File: config.mk
export PLATFORM = sky130hd
export DESIGN_NAME = hazard_ctrl_mc
export DESIGN_NICKNAME = d
export VERILOG_FILES = /design/src/rtl/hazard_ctrl_mc.sv
export SDC_FILE = /design/constraint.sdc
export NUM_CORES = 1
export LEC_CHECK = 0
export ABC_AREA = 0
export CELL_PAD_IN_SITES_DETAIL_PLACEMENT = 1
export CELL_PAD_IN_SITES_GLOBAL_PLACEMENT = 1
export CORE_MARGIN = 3
export CORE_UTILIZATION = 19
export CTS_CLUSTER_DIAMETER = 200
export DETAILED_ROUTE_END_ITERATION = 8
export PLACE_DENSITY = 0.9
export SYNTH_ARGS = -nofsm -noshare
export SYNTH_HDL_FRONTEND = slang
export SYNTH_SLANG_ARGS = --single-unit
File: constraint.sdc
create_clock -name CpuClk -period 2.35 [get_ports CpuClk]
set_input_delay 0.235 -clock CpuClk [delete_from_list [all_inputs] [get_ports CpuClk]]
set_output_delay 0.235 -clock CpuClk [all_outputs]
set_load 0.03 [all_outputs]
File: src/rtl/hazard_ctrl_mc.sv
// hazard_ctrl_mc: hazard unit for the 5-stage RV32 core.
// Handles M/W forwarding, the load-use interlock, branch/jump flushes,
// multi-cycle mul/div stall sequencing and I/D cache miss freezes.
// Optional perf counters are built when HAZARD_PERF_CNT_EN is defined.
module hazard_ctrl_mc #(
  parameter int REG_ADDR_W = 5,
  parameter int MD_LAT     = 4,
  parameter int CNT_W      = 32
) (
  input  logic                  CpuClk,
  input  logic                  CpuRst,
  input  logic                  ICacheMiss,
  input  logic                  DCacheMiss,
  input  logic                  BranchE,
  input  logic                  JalrE,
  input  logic                  JalD,
  input  logic                  MdStartE,
  input  logic [REG_ADDR_W-1:0] Rs1D,
  input  logic [REG_ADDR_W-1:0] Rs2D,
  input  logic [REG_ADDR_W-1:0] Rs1E,
  input  logic [REG_ADDR_W-1:0] Rs2E,
  input  logic [REG_ADDR_W-1:0] RdE,
  input  logic [REG_ADDR_W-1:0] RdM,
  input  logic [REG_ADDR_W-1:0] RdW,
  input  logic [1:0]            RegReadD,
  input  logic [1:0]            RegReadE,
  input  logic                  MemToRegE,
  input  logic [2:0]            RegWriteM,
  input  logic [2:0]            RegWriteW,
  output logic                  StallF,
  output logic                  FlushF,
  output logic                  StallD,
  output logic                  FlushD,
  output logic                  StallE,
  output logic                  FlushE,
  output logic                  StallM,
  output logic                  FlushM,
  output logic                  StallW,
  output logic                  FlushW,
  output logic [1:0]            Forward1E,
  output logic [1:0]            Forward2E,
`ifdef HAZARD_PERF_CNT_EN
  output logic [CNT_W-1:0]      LuStallCnt,
  output logic [CNT_W-1:0]      DMissCycCnt,
  output logic [CNT_W-1:0]      MdStallCnt,
  output logic [CNT_W-1:0]      RedirCnt,
`endif
  output logic                  MdBusy
);

  // MD_LAT=1 still needs a legal (never loaded) one-bit counter
  localparam int MD_W = (MD_LAT > 1) ? $clog2(MD_LAT) : 1;

  // Elaboration-time sanity on parameters
  if (MD_LAT < 1 || CNT_W < 1 || REG_ADDR_W < 1) begin : g_bad_param
    $error("hazard_ctrl_mc: illegal parameter value");
  end

  logic [MD_W-1:0] r_md_cnt;
  logic            w_lu, w_re;
  logic            w_rule1, w_rule2, w_rule3;
  logic            w_md_start;

  assign MdBusy  = (r_md_cnt != '0);
  assign w_re    = BranchE | JalrE;
  assign w_lu    = MemToRegE & (RdE != '0) &
                   (((RdE == Rs1D) & RegReadD[1]) | ((RdE == Rs2D) & RegReadD[0]));
  assign w_rule1 = ~CpuRst & DCacheMiss;
  assign w_rule2 = ~CpuRst & ~DCacheMiss & MdBusy;
  assign w_rule3 = ~CpuRst & ~DCacheMiss & ~MdBusy;
  // EX is stalled under a D-miss or while busy, so a start only lands in rule 3
  assign w_md_start = (MD_LAT > 1) & MdStartE & w_rule3;

  // Forwarding: M beats W; computed regardless of stalls, masked in reset
  always_comb begin
    Forward1E = 2'b00;
    Forward2E = 2'b00;
    if (!CpuRst) begin
      if ((RegWriteM != '0) && (RdM != '0) && (RdM == Rs1E) && RegReadE[1])      Forward1E = 2'b10;
      else if ((RegWriteW != '0) && (RdW != '0) && (RdW == Rs1E) && RegReadE[1]) Forward1E = 2'b01;
      if ((RegWriteM != '0) && (RdM != '0) && (RdM == Rs2E) && RegReadE[0])      Forward2E = 2'b10;
      else if ((RegWriteW != '0) && (RdW != '0) && (RdW == Rs2E) && RegReadE[0]) Forward2E = 2'b01;
    end
  end

  // Stall/flush priority: reset, D-miss freeze, mul/div occupancy, then normal hazards
  always_comb begin
    StallF = 1'b0; StallD = 1'b0; StallE = 1'b0; StallM = 1'b0; StallW = 1'b0;
    FlushF = 1'b0; FlushD = 1'b0; FlushE = 1'b0; FlushM = 1'b0; FlushW = 1'b0;
    if (CpuRst) begin
      FlushF = 1'b1; FlushD = 1'b1; FlushE = 1'b1; FlushM = 1'b1; FlushW = 1'b1;
    end else if (DCacheMiss) begin
      // EX/ID contents re-present next cycle, so redirects wait
      StallF = 1'b1; StallD = 1'b1; StallE = 1'b1; StallM = 1'b1;
      FlushW = 1'b1;
    end else if (MdBusy) begin
      StallF = 1'b1; StallD = 1'b1; StallE = 1'b1;
      FlushM = 1'b1;
    end else begin
      // A redirect kills the dependent instruction and lets the PC take the target
      StallF = (w_lu | ICacheMiss) & ~w_re;
      StallD = w_lu & ~w_re;
      FlushE = w_re | w_lu;
      FlushD = w_re | JalD | (ICacheMiss & ~w_lu);
    end
  end

  // Mul/div occupancy counter; decrements through cache misses
  always_ff @(posedge CpuClk) begin
    if (CpuRst)          r_md_cnt <= '0;
    else if (w_md_start) r_md_cnt <= MD_W'(MD_LAT - 1);
    else if (MdBusy)     r_md_cnt <= r_md_cnt - 1'b1;
  end

`ifdef HAZARD_PERF_CNT_EN
  logic [CNT_W-1:0] r_lu_cnt, r_dm_cnt, r_md_stall_cnt, r_redir_cnt;
  logic             w_ev_lu, w_ev_redir;

  assign w_ev_lu    = w_rule3 & w_lu & ~w_re;
  assign w_ev_redir = w_rule3 & (w_re | JalD);

  // Saturating event counters
  always_ff @(posedge CpuClk) begin
    if (CpuRst) begin
      r_lu_cnt       <= '0;
      r_dm_cnt       <= '0;
      r_md_stall_cnt <= '0;
      r_redir_cnt    <= '0;
    end else begin
      if (w_ev_lu    && ~&r_lu_cnt)       r_lu_cnt       <= r_lu_cnt + 1'b1;
      if (w_rule1    && ~&r_dm_cnt)       r_dm_cnt       <= r_dm_cnt + 1'b1;
      if (w_rule2    && ~&r_md_stall_cnt) r_md_stall_cnt <= r_md_stall_cnt + 1'b1;
      if (w_ev_redir && ~&r_redir_cnt)    r_redir_cnt    <= r_redir_cnt + 1'b1;
    end
  end

  assign LuStallCnt  = r_lu_cnt;
  assign DMissCycCnt = r_dm_cnt;
  assign MdStallCnt  = r_md_stall_cnt;
  assign RedirCnt    = r_redir_cnt;
`endif

endmodule
==> metrics.md, run 1 <==
| Metric | Value |
|---|---|
| Final Skew | 0.000318 ns |
| Max Slew Vio Count | 0 |
| Final ANT Viol Nets | 0 |
| Met2 wire length | 1650 um |
| Synth cell count leaders | 16 x xor2_1, 14 x xnor2_1, 5 x nor2_1, 5 x nor3_1, 5 x nor4_1 |
| Met3 WL | 205 um |
| Worst hold slack | 0.471 ns |
| Worst path required time | 2.12 ns |
| Power share of the clock group | 13.8% |
| # DRC | 0 |
| First-pass GRT wire length | 4590 um |
| FP Rows | 20 |
| Syn Inst Count | 86 |
| Area grow syn2layout | 114% |
| Initial antenna violation count | 0 |
| Switching power | 226 uW |
| # setup viols final | 0 |
| Post-DR vias/cell | 4.48 |
| Largest net degree at the start of global routing | 8 |
| Area leader, netlist | xor2_1 |
| Core Util, Final | 44.3% |
| I/O Pins | 69 |
| Tmin final | 2.26 ns |
| FMAX | 443 MHz |
| Ys async rst share | 0% |
| Setup CP Type | in2out |
| DRT Pass-1 Iters | 3 |
| Initial DRC Count | 4 |
| Largest family of logic cells by synthesized area | XOR/XNOR gates |
| Layout cells sized above 1 | 14.1% |
| Post-Place Setup Slack | 0.00605 ns |
| Die extent in x | 64.9 um |
| Arr. time, crit path | 2.02 ns |
| Post-synthesis adder-cell area fraction | 1.90% |
| Yosys cell types | 33 |
| Syn nets | 141 |
| Post-synthesis sequential area ratio | 6.07% |
| Highest Signal Layer | met4 |
| Fin crit share | 96.0% |
| Starting Density | 20.7% |
| Clk sink count | 2 |
| Setup ws final | 0.0930 ns |
| ANT cells | 0 |
| Most flop-heavy register | r_md_cnt |
| Via count | 895 |
| CTS Buf Count | 3 |
| Clock-pin transition on the worst setup and hold timing paths | 0.03 ns |
| Crit start category | input port |
| Die Ht | 64.9 um |
| FF/Latch Area | 40.0 um2 |
| MaxCap Viol Count | 0 |
| RSZ-0062 raised after global routing | false |
| Nets | 213 |
| Core ar. | 0.00318 mm2 |
| Post-Syn Area | 659 um2 |
| Post-CTS Setup Inserts | 0 |
| Top post-synthesis cells by area | xor2_1 21%, xnor2_1 19%, dfxtp_1 6.1% |
| Max reg flops | 2 |
| Post-route setup TNS | 0 ns |
| Sw Share | 42.3% |
| Outcome | finished clean |
| Pint | 309 uW |
| Seq pwr share | 10.7% |
| Placer Congestion | 0.715 |
| CTS H-tree lvls | 1 |
| Synth Area in XOR/XNOR | 39.8% |
| Worst VDD drop | 0.137 mV |
| Mux cell area share after synthesis | 0% |
| GRT Util Overall | 13.7% |
| Placement Cell Area | 0.00138 mm2 |
| Mean post-synth cell area | 7.67 um2 |
| P per Cell Area | 380 mW/mm2 |
| Top-area cell type share of the netlist area | 21.3% |
| Power share of the combinational group | 75.4% |
| Top flop regs | r_md_cnt (2) |
| I/O Buffers | 67 |
| Synth Area in Compound Gates | 19.0% |
| Non-filler cells, final | 200 |
| Hold Violations, Final | 0 |
| Count leader, synth | xor2_1 |
| Placed Cells incl. Taps | 197 |
| Total grt overflow | 0 |
| Number of global-route vias before repair | 1018 |
| Static leakage | 0.532 nW |
| Area of the die | 0.00421 mm2 |
| Hold Crit Class | reg2reg |
| Post-synth top flop | dfxtp_1 |
| Multi-input logic area | 586 um2 |
| CTS tree | done |
| Crit Path Max Fanout | 3 |
| Simple-gate portion of the synthesized area | 27.5% |
| M1 wire length | 1010 um |
| Pwr Total | 535 uW |
| Setup crit end kind | output port |
| WL/cell | 14.5 um |
| Reg2Reg Setup Slack | 1.16 ns |
| Filler cells | 407 |
| Post-synth EDFFs | 0 |
| WL final | 2890 um |
| DP Wirelength | 2710 um |
| Clock Path Buffers | 2 |
| Warnings from Yosys | 0 |
| Finished layout cell area | 0.00141 mm2 |
| Root buf cell | clkbuf_4 |
| FF+latch count, synth | 2 |
| Worst skew pair latency | 0.22 ns |
## cell usage in the layout, fill, tap and decap left out, drive strengths merged
cell type and count:
a211oi 2, a21o 1, a21oi 4, a32oi 1, and2 1, buf 10
clkbuf 3, clkdlybuf4s50 59, conb 1, dfxtp 2, dlymetal6s2s 1, ha 1
inv 4, nand2 2, nand3 2, nand4 2, nor2 5, nor3 6
nor4 6, o21ai 4, o21bai 2, o32ai 1, or2 2, or3 1
or4 3, xnor2 14, xor2 16
## critical path: stages
cell and delay [ns]:
clkdlybuf4s50_1 0.47, or4_4 0.58, o32ai_4 0.11, buf_4 0.16
nor3_1 0.05, nor3_2 0.25, buf_12 0.16
## cell type report
type | instances | share of cell area [%]
inverters | 4 | 1.07
clock buffers | 3 | 1.60
repair buffers | 70 | 49.0
flip-flops and latches | 2 | 2.84
multi-input cells | 77 | 41.6
well taps | 44 | 3.91
## per-layer routing
| metal | GRT usage (%) | up-vias |
|---|---|---|
| li1 | - | 446 |
| met1 | 12.3 | 407 |
| met2 | 30.4 | 40 |
| met3 | 2.43 | 2 |
| met4 | 2.64 | 0 |
| met5 | 0 | - |
## power groups by stage
stage	sequential (mW)	combinational (mW)	clock, mW
3_3_place_gp	0.0562	0.392	0
2_1_floorplan	0.0555	0.206	0
3_5_place_dp	0.0580	0.407	0
4_1_cts	0.0576	0.409	0.0787
6_report	0.0575	0.404	0.0739
5_1_grt	0.0596	0.441	0.0856
## cell families after synthesis
logic type	count (synthesis)
other	1
flip-flops	2
buffers and inverters	7
AO/OA/AOI/OAI	15
XOR/XNOR	30
AND/OR/NAND/NOR	30
adder cells (fa/ha/maj)	1
## repair_timing
action | CTS | global route
hold buffers | 0 | 0
setup endpoints to repair | 0 | 1
gates resized for setup | 0 | 1
hold endpoints to repair | 0 | 0
## worst paths after layout
kind | depth (start not counted) | from | end
worst min register to register | 1 | r_md_cnt[0]$_SDFFE_PP0P_ | r_md_cnt[0]$_SDFFE_PP0P_
worst max register to register | 6 | r_md_cnt[0]$_SDFFE_PP0P_ | r_md_cnt[1]$_SDFFE_PP0P_
worst max-delay path | 7 | RdM[1] | Forward1E[0]
worst min-delay path | 1 | r_md_cnt[0]$_SDFFE_PP0P_ | r_md_cnt[0]$_SDFFE_PP0P_
Power figures use the tool's default switching activity.
==> inputs of run 2 (changes only) <==
--- a/config.mk
+++ b/config.mk
@@ -9,10 +9,12 @@
 export CELL_PAD_IN_SITES_DETAIL_PLACEMENT = 1
 export CELL_PAD_IN_SITES_GLOBAL_PLACEMENT = 1
 export CORE_MARGIN = 3
-export CORE_UTILIZATION = 19
+export CORE_UTILIZATION = 20
+export CTS_BUF_LIST = sky130_fd_sc_hd__clkbuf_4
 export CTS_CLUSTER_DIAMETER = 200
+export CTS_CLUSTER_SIZE = 24
 export DETAILED_ROUTE_END_ITERATION = 8
-export PLACE_DENSITY = 0.9
+export PLACE_DENSITY = 0.94
 export SYNTH_ARGS = -nofsm -noshare
 export SYNTH_HDL_FRONTEND = slang
 export SYNTH_SLANG_ARGS = --single-unit
==> run 2 against run 1 <==
- hold slack gained 0.014 ns
- power increased by 1.9%
- sequential cell count unchanged
- sequential power grew 0.7%
- first-iteration DRC count rose to 3.5 times the previous value
- combinational power up 1%
- sequential share of layout area about the same
- worst setup slack got worse by 0.021 ns
- clock power up 7.6%
- routed wire length grew 5.3%
- highest routed layer unchanged
==> metrics.md, run 2 (synthesis gave the netlist of run 1 again) <==
| Metric | Value |
|---|---|
| GRT Util Overall | 15.2% (+1.4 points) |
| Worst r2r path cells | 6 (unchanged) |
| Number of global-route vias before repair | 1051 (+3.2%) |
| Worst hold slack | 0.484 ns (+0.0135 ns) |
| Worst skew pair latency | 0.23 ns (about the same) |
| I/O Buffers | 67 (unchanged) |
| P per Cell Area | 386 mW/mm2 (+1.6%) |
| DRT Pass-1 Iters | 4 (+1) |
| Placed Cells incl. Taps | 198 (+0.51%) |
| FP Rows | 20 (unchanged) |
| Worst path required time | 2.12 ns (about the same) |
| DP Wirelength | 2850 um (+5.4%) |
| Post-DR vias/cell | 4.58 (+2.3%) |
| First-pass GRT wire length | 4740 um (+3.3%) |
| Root buf cell | clkbuf_4 |
| Most frequent cells in the layout | 59 x clkdlybuf4s50_1, 16 x xor2_1, 14 x xnor2_1, 9 x buf_4 |
| Initial DRC Count | 14 (+10) |
| Clock Path Buffers | 2 (unchanged) |
| Setup ws final | 0.0717 ns (-0.0212 ns) |
| CTS Buf Count | 3 (unchanged) |
| CTS tree | done |
| # hold bufs at CTS | 0 (unchanged) |
| Hold Crit Class | reg2reg |
| Max reg flops | 2 (unchanged) |
| Top flop regs | r_md_cnt (2) |
| Initial antenna violation count | 0 (unchanged) |
| Max Slew Vio Count | 0 (unchanged) |
| Hold depth | 1 (unchanged) |
| Clk sink count | 2 (unchanged) |
| Die extent in x | 63.4 um (-2.3%) |
| FF/Latch Area | 40.0 um2 (unchanged) |
| Setup CP Type | in2out |
| CTS-repair resized insts | 2 (+2) |
| Hold Violations, Final | 0 (unchanged) |
| Crit start category | input port |
| MaxCap Viol Count | 0 (unchanged) |
| CTS H-tree lvls | 1 (unchanged) |
| Starting Density | 21.2% (+0.50 points) |
| Most common cell after layout, fill and taps aside | clkdlybuf4s50_1 |
| Outcome | finished clean |
| Layout cells sized above 1 | 14.0% (-0.090 points) |
| Multi-input logic area | 586 um2 (unchanged) |
| Non-filler cells, final | 201 (+0.50%) |
| I/O Pins | 69 (unchanged) |
| ANT cells | 0 (unchanged) |
| Tmin final | 2.28 ns (+0.0212 ns) |
| Largest net degree at the start of global routing | 6 (-2) |
| FMAX | 439 MHz (-0.93%) |
| Final ANT Viol Nets | 0 (unchanged) |
| WL final | 3050 um (+5.3%) |
| Area of the die | 0.00402 mm2 (-4.5%) |
| Clock-pin transition on the worst setup and hold timing paths | 0.03 ns (about the same) |
| Core ar. | 0.00310 mm2 (-2.4%) |
| Total grt overflow | 0 (unchanged) |
| Die Ht | 63.4 um (-2.3%) |
| Static leakage | 0.526 nW (-1.3%) |
| Crit Path Max Fanout | 3 (unchanged) |
| Most flop-heavy register | r_md_cnt |
| Nets | 214 (+0.47%) |
| Arr. time, crit path | 2.04 ns (+0.02 ns) |
| Fin crit share | 96.9% (+0.90 points) |
| WL/cell | 15.2 um (+4.8%) |
| # DRC | 0 (unchanged) |
| Setup crit end kind | output port |
| Post-Place Setup Slack | -0.0194 ns (-0.0255 ns) |
| Placer Congestion | 0.717 (+0.21%) |
| Via count | 920 (+2.8%) |
| Post-CTS Setup Inserts | 0 (unchanged) |
| Final Skew | 0.00897 ns (+0.00865 ns) |
| Worst VDD drop | 0.127 mV (-7.3%) |
| Area grow syn2layout | 114% |
| Filler cells | 404 (-0.74%) |
| RSZ-0062 raised after global routing | false |
| # setup viols final | 0 (unchanged) |
## run 2: cell count changes in the layout (fill, tap and decap cells not counted)
| cell | previous run | this run |
|---|---|---|
| dlygate4sd2_1 | 0 | 2 |
| dlymetal6s2s_1 | 1 | 0 |
## run 2: worst paths after layout
check	start	endpoint	slack, ns
hold reg to reg	r_md_cnt[0]$_SDFFE_PP0P_	r_md_cnt[0]$_SDFFE_PP0P_	0.48
hold / removal	r_md_cnt[0]$_SDFFE_PP0P_	r_md_cnt[0]$_SDFFE_PP0P_	0.48
setup reg to reg	r_md_cnt[0]$_SDFFE_PP0P_	r_md_cnt[1]$_SDFFE_PP0P_	1.15
setup / recovery	RdE[2]	FlushE	0.07
## run 2: where the power goes
group	total, mW	switching [mW]	internal, mW	leakage [nW]
logic	0.408	0.203	0.205	0.495
registers	0.0579	0.00911	0.0487	0.0167
clock network	0.0795	0.0229	0.0566	0.0138
## run 2: worst max-delay path: stages
cell             delay (ns)
clkdlybuf4s50_1        0.48
xor2_1                 0.19
nor4_1                 0.39
a32oi_1                0.14
or2_4                  0.30
a21oi_2                0.13
buf_4                  0.16
## run 2: area by class of cell
type,count,area share (%)
Inverter,4,1.06
Multi-Input combinational cell,77,41.4
Sequential cell,2,2.83
Clock buffer,3,1.59
Tap cell,44,3.89
Timing Repair Buffer,71,49.2
## run 2: layer usage
layer	GRT usage (%)	wire (um)	vias to the layer above
met5	0	0	-
met2	34.4	1940	43
met1	11.5	874	421
met3	2.14	172	6
li1	-	-	450
met4	7.28	60	0
## run 2: stage by stage
step	area, um2	total power [mW]	setup TNS (ns)	utilization (%)
2_1_floorplan	659	0.262	0	-
3_3_place_gp	1390	0.448	0	44.9
3_5_place_dp	1390	0.470	-0.0379	44.9
4_1_cts	1410	0.554	0	45.6
5_1_grt	1410	0.584	0	45.6
6_report	1410	0.545	0	45.6
==> variant, RTL diff (flow settings as in run 1) <==
`MD_LAT`: 4 -> 2.
--- a/src/rtl/hazard_ctrl_mc.sv
+++ b/src/rtl/hazard_ctrl_mc.sv
@@ -4,7 +4,7 @@
 // Optional perf counters are built when HAZARD_PERF_CNT_EN is defined.
 module hazard_ctrl_mc #(
   parameter int REG_ADDR_W = 5,
-  parameter int MD_LAT     = 4,
+  parameter int MD_LAT     = 2,
   parameter int CNT_W      = 32
 ) (
   input  logic                  CpuClk,
Check against the original RTL: not equivalent (a bounded check fails within 4 cycles, from zero or initial values and one cycle with CpuRst high).
==> variant against run 1 <==
Combinational power down 41%; power down 52%; synthesized area down 11%; global-route usage down 1.4 points; hold slack better by 7.8 ps; routed wire length down 6.1%; final area down 8.2%; sequential cell count down 1; worst setup slack better by 98 ps; final cell count down 11%; maximum frequency up 4.5%; first-iteration DRC count rose to 11 times the old value.
==> variant: results <==
[status]
status = "finished, final reports clean"

[timing]
setup-violations-final = 0
fin_skew_ps = 0

[yosys]
yosysWarnings = 0
synth_common_cells = "xor2_1, xnor2_1, nor4_1"
yosysSeqAreaShare_pct = 3.412
synthFlopType = "dfxtp_1"
async_reset_ff_share_pct = 0
synth.area.top_cells = "xor2_1, xnor2_1, nor4_1, o32ai_4, nor3_1"
synth_nets = 133
synth_cell_types = 26

[detailed_routing]
wl_met2_microns = 1277
firstDrtPassIters = 2
avgRoutedWirePerCell_microns = 15.18
wl_met3_microns = 311
m1WireLength_microns = 1127
top_layer_used = "met3"
drt_iter0_markers = 42
vias = 858

[grt]
grt_max_degree = 6
grt_pass1_wl_microns = 3615
track_usage_pct = 12.31
gr-usage-met2_pct = 24.51
antenna_found_initial = 0
use_met1_pct = 14.20
grt_use_met3_pct = 1.677

[clock_tree]
insertion_delay_ps = 0
postCtsSetupRepairBufs = 0
cts_resized = 2
clkTransAtPathRegs_ps = 0

[place]
place_congestion = 0.8689
dp_worst_setup_slack_ps = -9.789
port_buffers = 67
hpwl_microns = 2557
placed_cell_area_sq_um = 1296

[finish]
largest_register_ffs = 1
fillCellCount = 350
diodes = 0
layout-drive-gt1-share_pct = 10.14
nets = 204

[power_and_ir_drop]
p_leak_nw = 0.4791
ir_drop_mv = 0.06807

[run]
drv_cap = 0

[min_path]
hold_class = "flip-flop to flip-flop"

[critical_path]
crit_fanout = 5
variant: cell count changes after synthesis, moves of 2 or more:
cell	run 1	this run
or2_2	0	2
nand2_1	2	4
nor3b_1	0	2
o21a_1	0	2
a21oi_1	3	1
a211oi_1	2	0
variant: report_power, final:
part | total [mW] | switching [mW] | leakage [nW] | internal [mW]
logic | 0.239 | 0.0999 | 0.471 | 0.139
clock network | 0 | 0 | 0 | 0
registers | 0.0188 | 0.000730 | 0.00820 | 0.0180
total | 0.258 | 0.101 | 0.479 | 0.157
variant: worst paths after layout:
kind / startpoint / slack (ps) / cells after the start / endpoint
max reg2reg: MdBusy$_SDFF_PP0_ / 1780 / 1 / MdBusy$_SDFF_PP0_
min: MdBusy$_SDFF_PP0_ / 480 / 1 / MdBusy$_SDFF_PP0_
min reg2reg: MdBusy$_SDFF_PP0_ / 480 / 1 / MdBusy$_SDFF_PP0_
max: CpuRst / 190 / 7 / FlushD
variant: logic make-up after synthesis:
kind of cell | count (synthesis) | share of synthesized area (%)
compound gates | 10 | 14.50
xor+xnor | 30 | 44.78
buf+inv | 4 | 3.838
other cells | 1 | 0.6390
simple gates | 33 | 32.83
flops | 1 | 3.412
variant: worst max-delay path, stage by stage:
cell and delay, ps:
clkdlybuf4s50_1 480, buf_4 190, nor3_1 430, nor3b_1 240
nor2_1 70, o21a_1 110, buf_4 160
variant: layout make-up:
cell class,instances,area (sq um),share of cell area (%)
multi-input cells,74,544.3,42.07
flip-flops and latches,1,20.02,1.547
well taps,31,38.79,2.998
inverters,2,7.507,0.5803
repair buffers,71,683.2,52.80
variant: per-stage QoR:
stage          cells  total power, mW
6_report         179           0.2576
5_1_grt          179           0.2735
4_1_cts          179           0.2598
3_5_place_dp     179           0.2592
3_3_place_gp     179           0.2524
2_1_floorplan     79           0.1128
